$ cat src/rtl/axis_tx_arbiter.sv
// Two-port AXI4-Stream packet arbiter: round-robin on packet boundaries,
// one registered output stage, per-port forwarded-packet counters.
module axis_tx_arbiter #(
  parameter int unsigned C_AXIS_DATA_WIDTH  = 256,
  parameter int unsigned C_AXIS_TUSER_WIDTH = 128
) (
  input  logic                              axis_aclk,
  input  logic                              axis_resetn,

  input  logic [C_AXIS_DATA_WIDTH-1:0]      s0_axis_tdata,
  input  logic [C_AXIS_DATA_WIDTH/8-1:0]    s0_axis_tkeep,
  input  logic [C_AXIS_TUSER_WIDTH-1:0]     s0_axis_tuser,
  input  logic                              s0_axis_tvalid,
  input  logic                              s0_axis_tlast,
  output logic                              s0_axis_tready,

  input  logic [C_AXIS_DATA_WIDTH-1:0]      s1_axis_tdata,
  input  logic [C_AXIS_DATA_WIDTH/8-1:0]    s1_axis_tkeep,
  input  logic [C_AXIS_TUSER_WIDTH-1:0]     s1_axis_tuser,
  input  logic                              s1_axis_tvalid,
  input  logic                              s1_axis_tlast,
  output logic                              s1_axis_tready,

  output logic [C_AXIS_DATA_WIDTH-1:0]      m_axis_tdata,
  output logic [C_AXIS_DATA_WIDTH/8-1:0]    m_axis_tkeep,
  output logic [C_AXIS_TUSER_WIDTH-1:0]     m_axis_tuser,
  output logic                              m_axis_tvalid,
  output logic                              m_axis_tlast,
  input  logic                              m_axis_tready,

  output logic [31:0]                       pkt_cnt0,
  output logic [31:0]                       pkt_cnt1
);

  localparam int unsigned CNT_W = 32;

  typedef enum logic [1:0] {
    IDLE   = 2'd0,
    GRANT0 = 2'd1,
    GRANT1 = 2'd2
  } state_t;

  state_t            state_q;
  logic              last_grant_q;
  logic              armed_q;
  logic [CNT_W-1:0]  cnt0_q;
  logic [CNT_W-1:0]  cnt1_q;
  logic              acc0;
  logic              acc1;
  logic              done0;
  logic              done1;

  // Granted port may push whenever the output stage is empty or draining.
  always_comb begin
    s0_axis_tready = 1'b0;
    s1_axis_tready = 1'b0;
    if (state_q == GRANT0) s0_axis_tready = ~m_axis_tvalid | m_axis_tready;
    if (state_q == GRANT1) s1_axis_tready = ~m_axis_tvalid | m_axis_tready;
  end

  assign acc0  = s0_axis_tvalid & s0_axis_tready;
  assign acc1  = s1_axis_tvalid & s1_axis_tready;
  assign done0 = acc0 & s0_axis_tlast;
  assign done1 = acc1 & s1_axis_tlast;

  // armed_q holds off the first grant until one full cycle out of reset.
  always_ff @(posedge axis_aclk or negedge axis_resetn) begin
    if (!axis_resetn) begin
      state_q      <= IDLE;
      last_grant_q <= 1'b1;
      armed_q      <= 1'b0;
    end else begin
      armed_q <= 1'b1;
      case (state_q)
        IDLE: begin
          if (armed_q) begin
            if (s0_axis_tvalid && s1_axis_tvalid)
              state_q <= last_grant_q ? GRANT0 : GRANT1;
            else if (s0_axis_tvalid)
              state_q <= GRANT0;
            else if (s1_axis_tvalid)
              state_q <= GRANT1;
          end
        end
        GRANT0: begin
          if (done0) begin
            state_q      <= IDLE;
            last_grant_q <= 1'b0;
          end
        end
        GRANT1: begin
          if (done1) begin
            state_q      <= IDLE;
            last_grant_q <= 1'b1;
          end
        end
        default: state_q <= IDLE;
      endcase
    end
  end

  // Counters are rewritten every cycle and wrap naturally.
  always_ff @(posedge axis_aclk or negedge axis_resetn) begin
    if (!axis_resetn) begin
      cnt0_q <= '0;
      cnt1_q <= '0;
    end else begin
      cnt0_q <= cnt0_q + CNT_W'(done0);
      cnt1_q <= cnt1_q + CNT_W'(done1);
    end
  end

  assign pkt_cnt0 = cnt0_q;
  assign pkt_cnt1 = cnt1_q;

  // Single output stage; payload is held untouched while stalled.
  always_ff @(posedge axis_aclk or negedge axis_resetn) begin
    if (!axis_resetn) begin
      m_axis_tvalid <= 1'b0;
      m_axis_tlast  <= 1'b0;
      m_axis_tdata  <= '0;
      m_axis_tkeep  <= '0;
      m_axis_tuser  <= '0;
    end else if (acc0) begin
      m_axis_tvalid <= 1'b1;
      m_axis_tlast  <= s0_axis_tlast;
      m_axis_tdata  <= s0_axis_tdata;
      m_axis_tkeep  <= s0_axis_tkeep;
      m_axis_tuser  <= s0_axis_tuser;
    end else if (acc1) begin
      m_axis_tvalid <= 1'b1;
      m_axis_tlast  <= s1_axis_tlast;
      m_axis_tdata  <= s1_axis_tdata;
      m_axis_tkeep  <= s1_axis_tkeep;
      m_axis_tuser  <= s1_axis_tuser;
    end else if (m_axis_tvalid && m_axis_tready) begin
      m_axis_tvalid <= 1'b0;
    end
  end

endmodule
$ cat config.mk
export PLATFORM = sky130hd
export DESIGN_NAME = axis_tx_arbiter
export DESIGN_NICKNAME = d
export VERILOG_FILES = /design/src/rtl/axis_tx_arbiter.sv
export SDC_FILE = /design/constraint.sdc
export NUM_CORES = 1
export LEC_CHECK = 0
export BUFFER_PORTS_ARGS = -buffer_cell sky130_fd_sc_hd__buf_2
export CORE_AREA = 2 2 509 511
export DETAILED_ROUTE_END_ITERATION = 16
export DIE_AREA = 0 0 511 513
export PLACE_DENSITY = 0.3
export SYNTH_ARGS = -nofsm -noshare
export SYNTH_HDL_FRONTEND = slang
export SYNTH_SLANG_ARGS = --single-unit
$ cat constraint.sdc
create_clock -name axis_aclk -period 4.7 [get_ports axis_aclk]
set_input_delay 0.47 -clock axis_aclk [delete_from_list [all_inputs] [get_ports axis_aclk]]
set_output_delay 0.47 -clock axis_aclk [all_outputs]
set_load 0.1 [all_outputs]
# Word level (Yosys, flattened, before mapping)
# Index checks and enable logic that the tools add are counted.
[word_totals] reg_bits=486 input_bits=839 out_inout_bits=484 elab_cells=56
[classes] n_addsub=2 eq_ne=6 n_mux=24 bitwise=6 reduce_logical=8
[op_table] op="$mux W256" count=2
[op_table] op="$mux W128" count=2
[op_table] op="$add A32 B1 Y32" count=2
[op_table] op="$mux W32" count=2
[op_table] op="$mux W2" count=7
[op_table] op="$mux W1" count=9
[op_table] op="$ne A2 B2 Y1 const B" count=3
[op_table] op="$pmux W2 S3" count=1
[op_table] op="$and A1 B1 Y1" count=4
[op_table] op="$ne A4 B4 Y1 const B" count=1
[op_table] op="$reduce_and A4 Y1" count=1
[op_table] op="$reduce_bool A2 Y1" count=2
[op_table] op="$reduce_and A3 Y1" count=1
[op_table] op="$reduce_bool A3 Y1" count=1
[op_table] op="$eq A2 B1 Y1 const B" count=1
[op_table] op="$eq A2 B2 Y1 const B" count=1
[op_table] op="$logic_and A1 B1 Y1" count=2
[op_table] op="$logic_not A2 Y1" count=1
[op_table] op="$pmux W1 S2" count=1
[op_table] op="$not A1 Y1" count=1
[op_table] op="$or A1 B1 Y1" count=1

# Depth between registers and ports, before layout
# Gate-level depths: netlist of the first run.
[depth] word_depth=7 depth_mapped=12 ltp_nobuf=10

# Worst setup path before layout of the first run
# OpenSTA, ideal clock, no wires.
[synth_timing] kind="register -> register" startpoint="register m_axis_tvalid" endpoint="register cnt0_q[20], in the netlist pkt_cnt0[20]" setup_ns=0.159 arrival_ns=3.855 required_time_ns=4.541 path_slack_ns=0.687 stages_incl_launch_ff=10 n_path_buf=0 synth_period_minus_slack_ns=4.013 path_cell_list="dfrtp_1 > nor2b_1 > nor2_1 > and3_1 > ha_1 > ha_1 > nand2_1 > nor4_4 > nand4_1 > xnor2_1"
[synth_via] elab_chain_cells=6
[synth_lines] item="start: declaration" line_no="27" source="output logic m_axis_tvalid,"
[synth_lines] item="start signal: assignment" line_no="119" source="m_axis_tvalid <= 1'b0;"
[synth_lines] item="start signal: assignment" line_no="125" source="m_axis_tvalid <= 1'b1;"
[synth_lines] item="start signal: assignment" line_no="131" source="m_axis_tvalid <= 1'b1;"
[synth_lines] item="$not A1 Y1" line_no="57" source="if (state_q == GRANT0) s0_axis_tready = ~m_axis_tvalid | m_axis_tready;"
[synth_lines] item="$or A1 B1 Y1" line_no="57"
[synth_lines] item="$mux W1" line_no="57"
[synth_lines] item="net s0_axis_tready" line_no="15" source="output logic s0_axis_tready,"
[synth_lines] item="$and A1 B1 Y1" line_no="61" source="assign acc0 = s0_axis_tvalid & s0_axis_tready;"
[synth_lines] item="$and A1 B1 Y1" line_no="63" source="assign done0 = acc0 & s0_axis_tlast;"
[synth_lines] item="$add A32 B1 Y32" line_no="108" source="cnt0_q <= cnt0_q + CNT_W'(done0);"
[synth_lines] item="end signal: assignment" line_no="108"
[synth_lines] item="end: declaration" line_no="46" source="logic [CNT_W-1:0] cnt0_q;"
# The timed path passes the listed nets, and every way through them passes these cells.
# A chain may end at the register's enable or synchronous reset.

# Worst setup path after layout of the first run
[layout_timing] startpoint="register state_q[0]" endpoint="register m_axis_tuser[102]"
[layout_via] elab_chain_cells=4 elab_cells_between_ends=8 classes_between="2 x eq/ne; 3 x mux; 2 x bitwise; 1 x reduce/logical"
[layout_lines] item="start: declaration" line_no="43" source="state_t state_q;"
[layout_lines] item="start signal: assignment" line_no="78" source="state_q <= last_grant_q ? GRANT0 : GRANT1;"
[layout_lines] item="$eq A2 B1 Y1 / $eq A2 B2 Y1 (equally long branches)" line_no="57, 58"
[layout_lines] item="$mux W1, on equally long branches" line_no="57, 58"
[layout_lines] item="$and A1 B1 Y1, on equally long branches" line_no="61, 62"
[layout_lines] item="$mux W128 / $reduce_bool A2 Y1 (equally long branches)"
[layout_lines] item="end signal: assignment" line_no="129" source="m_axis_tuser <= s0_axis_tuser;"
[layout_lines] item="end signal: assignment" line_no="135" source="m_axis_tuser <= s1_axis_tuser;"
[layout_lines] item="end: declaration" line_no="26" source="output logic [C_AXIS_TUSER_WIDTH-1:0] m_axis_tuser,"
# Parallel ways exist; a longest one is shown, timed or not.

==> metrics.txt, run 1 <==
fmax around 0.29 GHz; max-slew violation count 0; Crit Reg-Reg Endpoint m_axis_tuser[102]; worst hold-check path type input port to flop; multiplexer share of the synthesized area 0%; Netlist cell types 34; Mapped Cells about 2.5k; Post-CTS Repair Setup Buffers 0; area of the multi-input gates about 8700 sq um; 1st-pass router iterations 6; Synth Warn # 0; GRT Residual Overflow 0; leakage slightly below 20 nW; peak supply drop 0.648 mV; Buffers & Inverters on Critical Path 3; via count around 28k; Synth Area in Compound Gates 12.2%; clk sink count 486; Final setup viols 0; most frequent cells in the layout 1321 x buf_2, 854 x nand2_1, 702 x dlygate4sd3_1; fill count ~30k; Chip Width slightly above 500 microns; post-route minimum period roughly 3.5 ns; register-to-register setup slack ~1.2 ns; DRT iter0 DRCs ~1.7k; async set-reset flop share out of synthesis between 90% and 100%; largest net degree at the start of global routing 118; P per Cell Area 904 nW/um^2; CP endpoint kind flop; Layout area overhead 93.1%; placed cell count approximately 7.1k; clock buffer depth 3; sum of negative setup slack 0 ns; Post-Synth Simple-Gate Area 25.1%; min-delay src s1_axis_tdata[21]; Die Height 513 microns; cells along the critical path nor2b_1 > and3_4 > buf_12 > buf_4 > nand2_1 > a31oi_1 > dlygate4sd3_1; Clk Latency, worst-skew pair roughly 0.7 ns; status finished, final reports clean; post-DR wirelength/cell about 24 microns; Reg2Reg Depth 7; Starting Density between 8 and 9%; die area around 260000 sq um; IO buf count approximately 1.3k; antenna viol nets, final 0; Register Area 12200 sq um; first-pass GRT wire length between 200000 and 300000 microns; CTS clock-pin slew for the worst setup and hold paths roughly 0.060 ns; Net Count, Synth 3384; DRC 0; Adder-Cell Fraction of Synth Area 0.347%; R2R Path Start state_q[0]; Root Driver clkbuf_16; most common cell after layout, fill and taps aside buf_2; Critical Path RT between 5 and 6 ns; startpoint types flop; Avg Inst Size Synth about 8.5 sq um; I/O pin cnt 1323; CTS tree built; Gates resized, CTS repair 0; # Max-Cap Violations 0; crit path from state_q[0]; total core area 256000 sq um; Top delay family on crit path buffers and inverters; EDFF count, synth 0; standard-cell rows roughly 190; fin cells 7984; share of layout cells above drive strength 1 about a third; number of global-route vias before repair ~29k; CP Max Fanout between 100 and 150; Post-Route WL 188000 microns; cts bufs inserted between 70 and 80; worst-margin pin slew 0.984 ns; routed vias/inst 3.49; critical-path cell with the highest stage delay buf_4; Worst setup endpoint m_axis_tuser[102]; CP Depth 7; CP Class flop to flop; sequential fraction of the synthesis area about 56%; clock skew about 0.043 ns; hold buffers post-CTS about 700; largest family of logic cells by synthesized area simple AND/OR/NAND/NOR gates; detailed placement HPWL about 150000 microns; RSZ-0062 raised after global routing false; fin crit share 74.0%; Crit path largest cell delay slightly above 0.6 ns; Fin. Hold Viols 0; initial antenna violation count approximately 210; GPL Wtd Cong between 0.8 and 0.9; GRT Util Overall between 10% and 20%; cell area after synthesis between 20000 and 25000 sq um; Final nets about 5.3k; Max transition margin 34.4%; ys flop type dfrtp_1; WP data arrival a little over 4 ns; xor and xnor fraction of the mapped netlist area around 2.4%; CTS H-tree lvls 3; Yosys reg bits 486
-- metrics by stage --
stage / power (mW) / cell area, sq um / worst slack [ns] / util, % / hold slack, ns
floorplan: 24.4 / 21600 / 0.687 / - / 0.174
global placement: 29.4 / 32300 / 1.23 / 12.6 / 0.461
detailed placement: 29.4 / 32300 / 1.20 / 12.6 / 0.459
CTS: 38.2 / 41700 / 1.15 / 16.3 / 0.000216
global route: 39.5 / 41700 / 0.918 / 16.3 / 0.0390
finish: 37.8 / 41800 / 1.22 / 16.3 / 0.0877
-- sequential cells by signal (all words and copies together), names as in the netlist --
register / flops
m_axis_tdata: 256
m_axis_tuser: 128
state_q: 2
pkt_cnt1: 32
pkt_cnt0: 32
last_grant_q: 1
m_axis_tkeep: 32
m_axis_tlast: 1
armed_q: 1
m_axis_tvalid: 1
-- cell families (layout without fill, tap and decap cells) --
group / after synthesis / in the layout
buffers and inverters: 194 / 2200
other: 1 / 56
XOR/XNOR: 60 / 60
adder cells (fa/ha/maj): 6 / 6
flip-flops: 486 / 486
AND/OR/NAND/NOR: 1371 / 1371
AO/OA/AOI/OAI: 421 / 421
-- where the power goes --
group          internal [mW]  total (mW)  switching (mW)  leakage (nW)
combinational           5.71        24.9            19.2          12.5
clock                   3.28        5.62            2.34          1.14
sequential              6.15        7.26            1.11          5.90
total                   15.1        37.8            22.7          19.6
-- synthesized netlist by cell type, types with 4 or more instances --
cell	instances	area, sq um
nand3_1	30	150
nand4_1	17	106
nand2_1	854	3210
xnor2_1	42	368
nor4_1	4	25.0
dfrtp_1	485	12100
clkbuf_1	131	492
a31oi_1	417	2610
nor2_1	428	1610
inv_1	6	22.5
buf_2	44	220
ha_1	6	75.1
xor2_1	18	158
buf_1	5	18.8
buf_4	6	45.0
and3_1	11	68.8
and4_1	4	35.0
nor4_2	6	75.1
-- worst min-delay path by stage --
stage                     depth (start not counted)                end  slack (ns)
after detailed placement                          1       pkt_cnt0[31]        0.46
after global routing                              3   m_axis_tuser[41]        0.04
after CTS                                         3  m_axis_tdata[149]      0.0002
final                                             3   m_axis_tdata[21]        0.09
after floorplan                                   0            armed_q        0.17
after global placement                            1       pkt_cnt0[31]        0.46
-- layout make-up --
cell class,instances,area share [%]
clock buffers,104,4.93
clock inverters,15,0.691
diodes,55,0.329
inverters,6,0.0539
repair buffers,2075,34.0
multi-input cells,1859,20.8
flip-flops and latches,486,29.1
well taps,3384,10.1
-- metal layers --
metal	vias up	GRT usage [%]	routed length, microns
met5	-	0	716
li1	12500	-	-
met4	108	3.13	4610
met3	390	6.49	20000
met2	1417	22.7	86100
met1	13500	16.4	76500
-- worst reg2reg max path: cells and delay by family (launching register included) --
| family | cells | cell delay [ns] |
|---|---|---|
| buffers and inverters | 3 | 1.76 |
| and+or+nand+nor | 3 | 1.06 |
| DFF | 1 | 0.40 |
| AOI/OAI and AO/OA | 1 | 0.20 |
(Power assumes the default switching activity.)
==> run 2, diff against run 1 <==
CORE_AREA = 2 2 512 514   (was 2 2 509 511)
DIE_AREA = 0 0 514 516   (was 0 0 511 513)
clock period = 3.1 ns   (was 4.7 ns; I/O delays follow)
==> run 2 against run 1 <==
Flip-flop and latch count stayed put; largest cell class unchanged; critical endpoint is now m_axis_tuser[80]; routed wire length is 2.6% higher; die area is 1.2% higher; maximum frequency is 19% higher.
==> metrics.txt, run 2 (synthesis gave the netlist of run 1 again) <==
antenna viol nets, final 0 (unchanged); post-route minimum period 2.91 ns (-0.566 ns); CTS clock-pin slew for the worst setup and hold paths 0.07 ns (about the same); 1st-pass router iterations 5 (-1); IO buf count 1322 (unchanged); peak supply drop 0.801 mV (+24%); final worst slack 0.190 ns (-1.03 ns); status finished, final reports clean; sum of negative setup slack 0 ns (unchanged); die area 265000 sq um (+1.2%); worst-margin pin slew 0.946 ns (-0.0384 ns); fill count 29.8k (+0.87%); Post-Route WL 193000 microns (+2.6%); max-slew violation count 0 (unchanged); Die Height 516 microns (+0.58%); CP Class flop to flop; leakage 20.3 nW (+3.7%); CTS tree built; CTS H-tree lvls 3 (unchanged); Crit path largest cell delay 0.57 ns (-0.05 ns); max reg flops 256 (unchanged); area of the multi-input gates 8690 sq um (about the same); DRT iter0 DRCs 1576 (-7.9%); clk sink count 486 (unchanged); CP endpoint kind flop; Register Area 12200 sq um (about the same); GRT Residual Overflow 0 (unchanged); DRC 0 (unchanged); P per Cell Area 1370 nW/um^2 (+51%); clock buffer depth 3 (unchanged); initial antenna violation count 200 (-5.7%); most common cell after layout, fill and taps aside buf_2; Clk Latency, worst-skew pair 0.70 ns (about the same); clock skew 0.0413 ns (-0.00215 ns); Fin. Hold Viols 0 (unchanged); Max transition margin 36.7% (+2.3 points); startpoint types flop; Setup WS pre-CTS 0.311 ns (-0.888 ns); Layout area overhead 101%; Critical Path RT 3.72 ns (-1.61 ns); total core area 259000 sq um (+1.2%); share of layout cells above drive strength 1 32.2% (-0.52 points); Final nets 5504 (+3.0%); RSZ-0062 raised after global routing false; largest net degree at the start of global routing 150 (+27%); post-DR wirelength/cell 23.6 microns (+0.40%); detailed placement HPWL 156000 microns (+1.3%); cts bufs inserted 72 (unchanged); fmax 0.344 GHz (+19%); register-to-register setup slack 0.19 ns (-1.03 ns); fin crit share 93.9% (+20 points); Top Registers m_axis_tdata (256), m_axis_tuser (128); Chip Width 514 microns (+0.59%); # Max-Cap Violations 0 (unchanged); routed vias/inst 3.49 (about the same); worst hold-check path type input port to async pin; standard-cell rows 187 (+0.54%); Top reg by flops m_axis_tdata; I/O pin cnt 1323 (unchanged); first-pass GRT wire length 254000 microns (+0.35%); WP data arrival 3.53 ns (-0.58 ns); critical-path cell with the highest stage delay dlygate4sd3_1; Root Driver clkbuf_16; post-layout util 16.7% (+0.43 points); Final setup viols 0 (unchanged); most frequent cells in the layout 1321 x buf_2, 854 x nand2_1, 833 x dlygate4sd3_1; GRT Util Overall 13.9% (about the same); placed cell count 7153 (+0.63%); Worst Hold Slack 0.0740 ns (-0.0137 ns); cells along the critical path nand2b_1 > and3_4 > buf_4 > buf_16 > nand2_1 > a31oi_1 > dlygate4sd3_1; CP Max Fanout 107 (-0.93%); via count 28.5k (+2.2%); fin cells 8161 (+2.2%); number of global-route vias before repair 29.2k (+1.7%); Starting Density 8.35% (-0.098 points); GPL Wtd Cong 0.849 (-4.7%)
run 2: worst paths after layout:
path / endpoint / cells past startpoint / start
worst min register to register: pkt_cnt1[8] / 1 / pkt_cnt1[8]
worst max register to register: m_axis_tuser[80] / 7 / m_axis_tvalid
worst min-delay path: m_axis_tdata[70] / 2 / axis_resetn
worst max-delay path: m_axis_tuser[80] / 7 / m_axis_tvalid
min in group axis_aclk: m_axis_tuser[6] / 3 / s0_axis_tuser[6]
max in group asynchronous: m_axis_tkeep[15] / 4 / axis_resetn
run 2: layout make-up:
type,instances,share of cell area [%]
Inverter,6,0.0519
Clock inverter,13,0.404
Timing Repair Buffer,2234,36.6
Tap cell,3402,9.81
Clock buffer,104,4.78
Antenna cell,57,0.329
Sequential cell,486,28.0
Multi-Input combinational cell,1859,20.0
run 2: worst max-delay path: cells and delay by family, from the launching register on:
kind	cells	cell delay, ns
DFF	1	0.40
buffers and inverters	3	1.17
and+or+nand+nor	3	0.70
AOI/OAI and AO/OA	1	0.21
run 2: power breakdown:
part / total [mW] / switching (mW) / internal [mW] / leakage, nW
logic: 39.9 / 29.7 / 10.2 / 13.3
registers: 11.1 / 1.81 / 9.32 / 5.90
clock network: 8.34 / 3.54 / 4.79 / 1.09
total: 59.4 / 35.0 / 24.3 / 20.3
run 2: timing repair:
item / 4_1_cts / 5_1_grt
endpoints found under the hold margin: 569 / 0
hold buffers: 833 / 0
buffers inserted: 0 / 0
gates resized for setup: 0 / 2
endpoints found under the setup margin: 0 / 1
run 2: per-stage QoR:
step,area [sq um],power [mW]
5_1_grt,43300,62.1
2_1_floorplan,21700,37.1
4_1_cts,43200,59.9
6_report,43400,59.4
3_5_place_dp,32600,45.1
3_3_place_gp,32600,45.1
run 2: per-layer routing:
| metal | vias up | GRT usage, % | part of all wire (%) |
|---|---|---|---|
| met5 | - | 0 | 0.36 |
| met3 | 365 | 6.50 | 11 |
| met4 | 102 | 4.04 | 2.8 |
| met1 | 13800 | 16.5 | 41 |
| met2 | 1384 | 22.3 | 45 |
| li1 | 12800 | - | - |
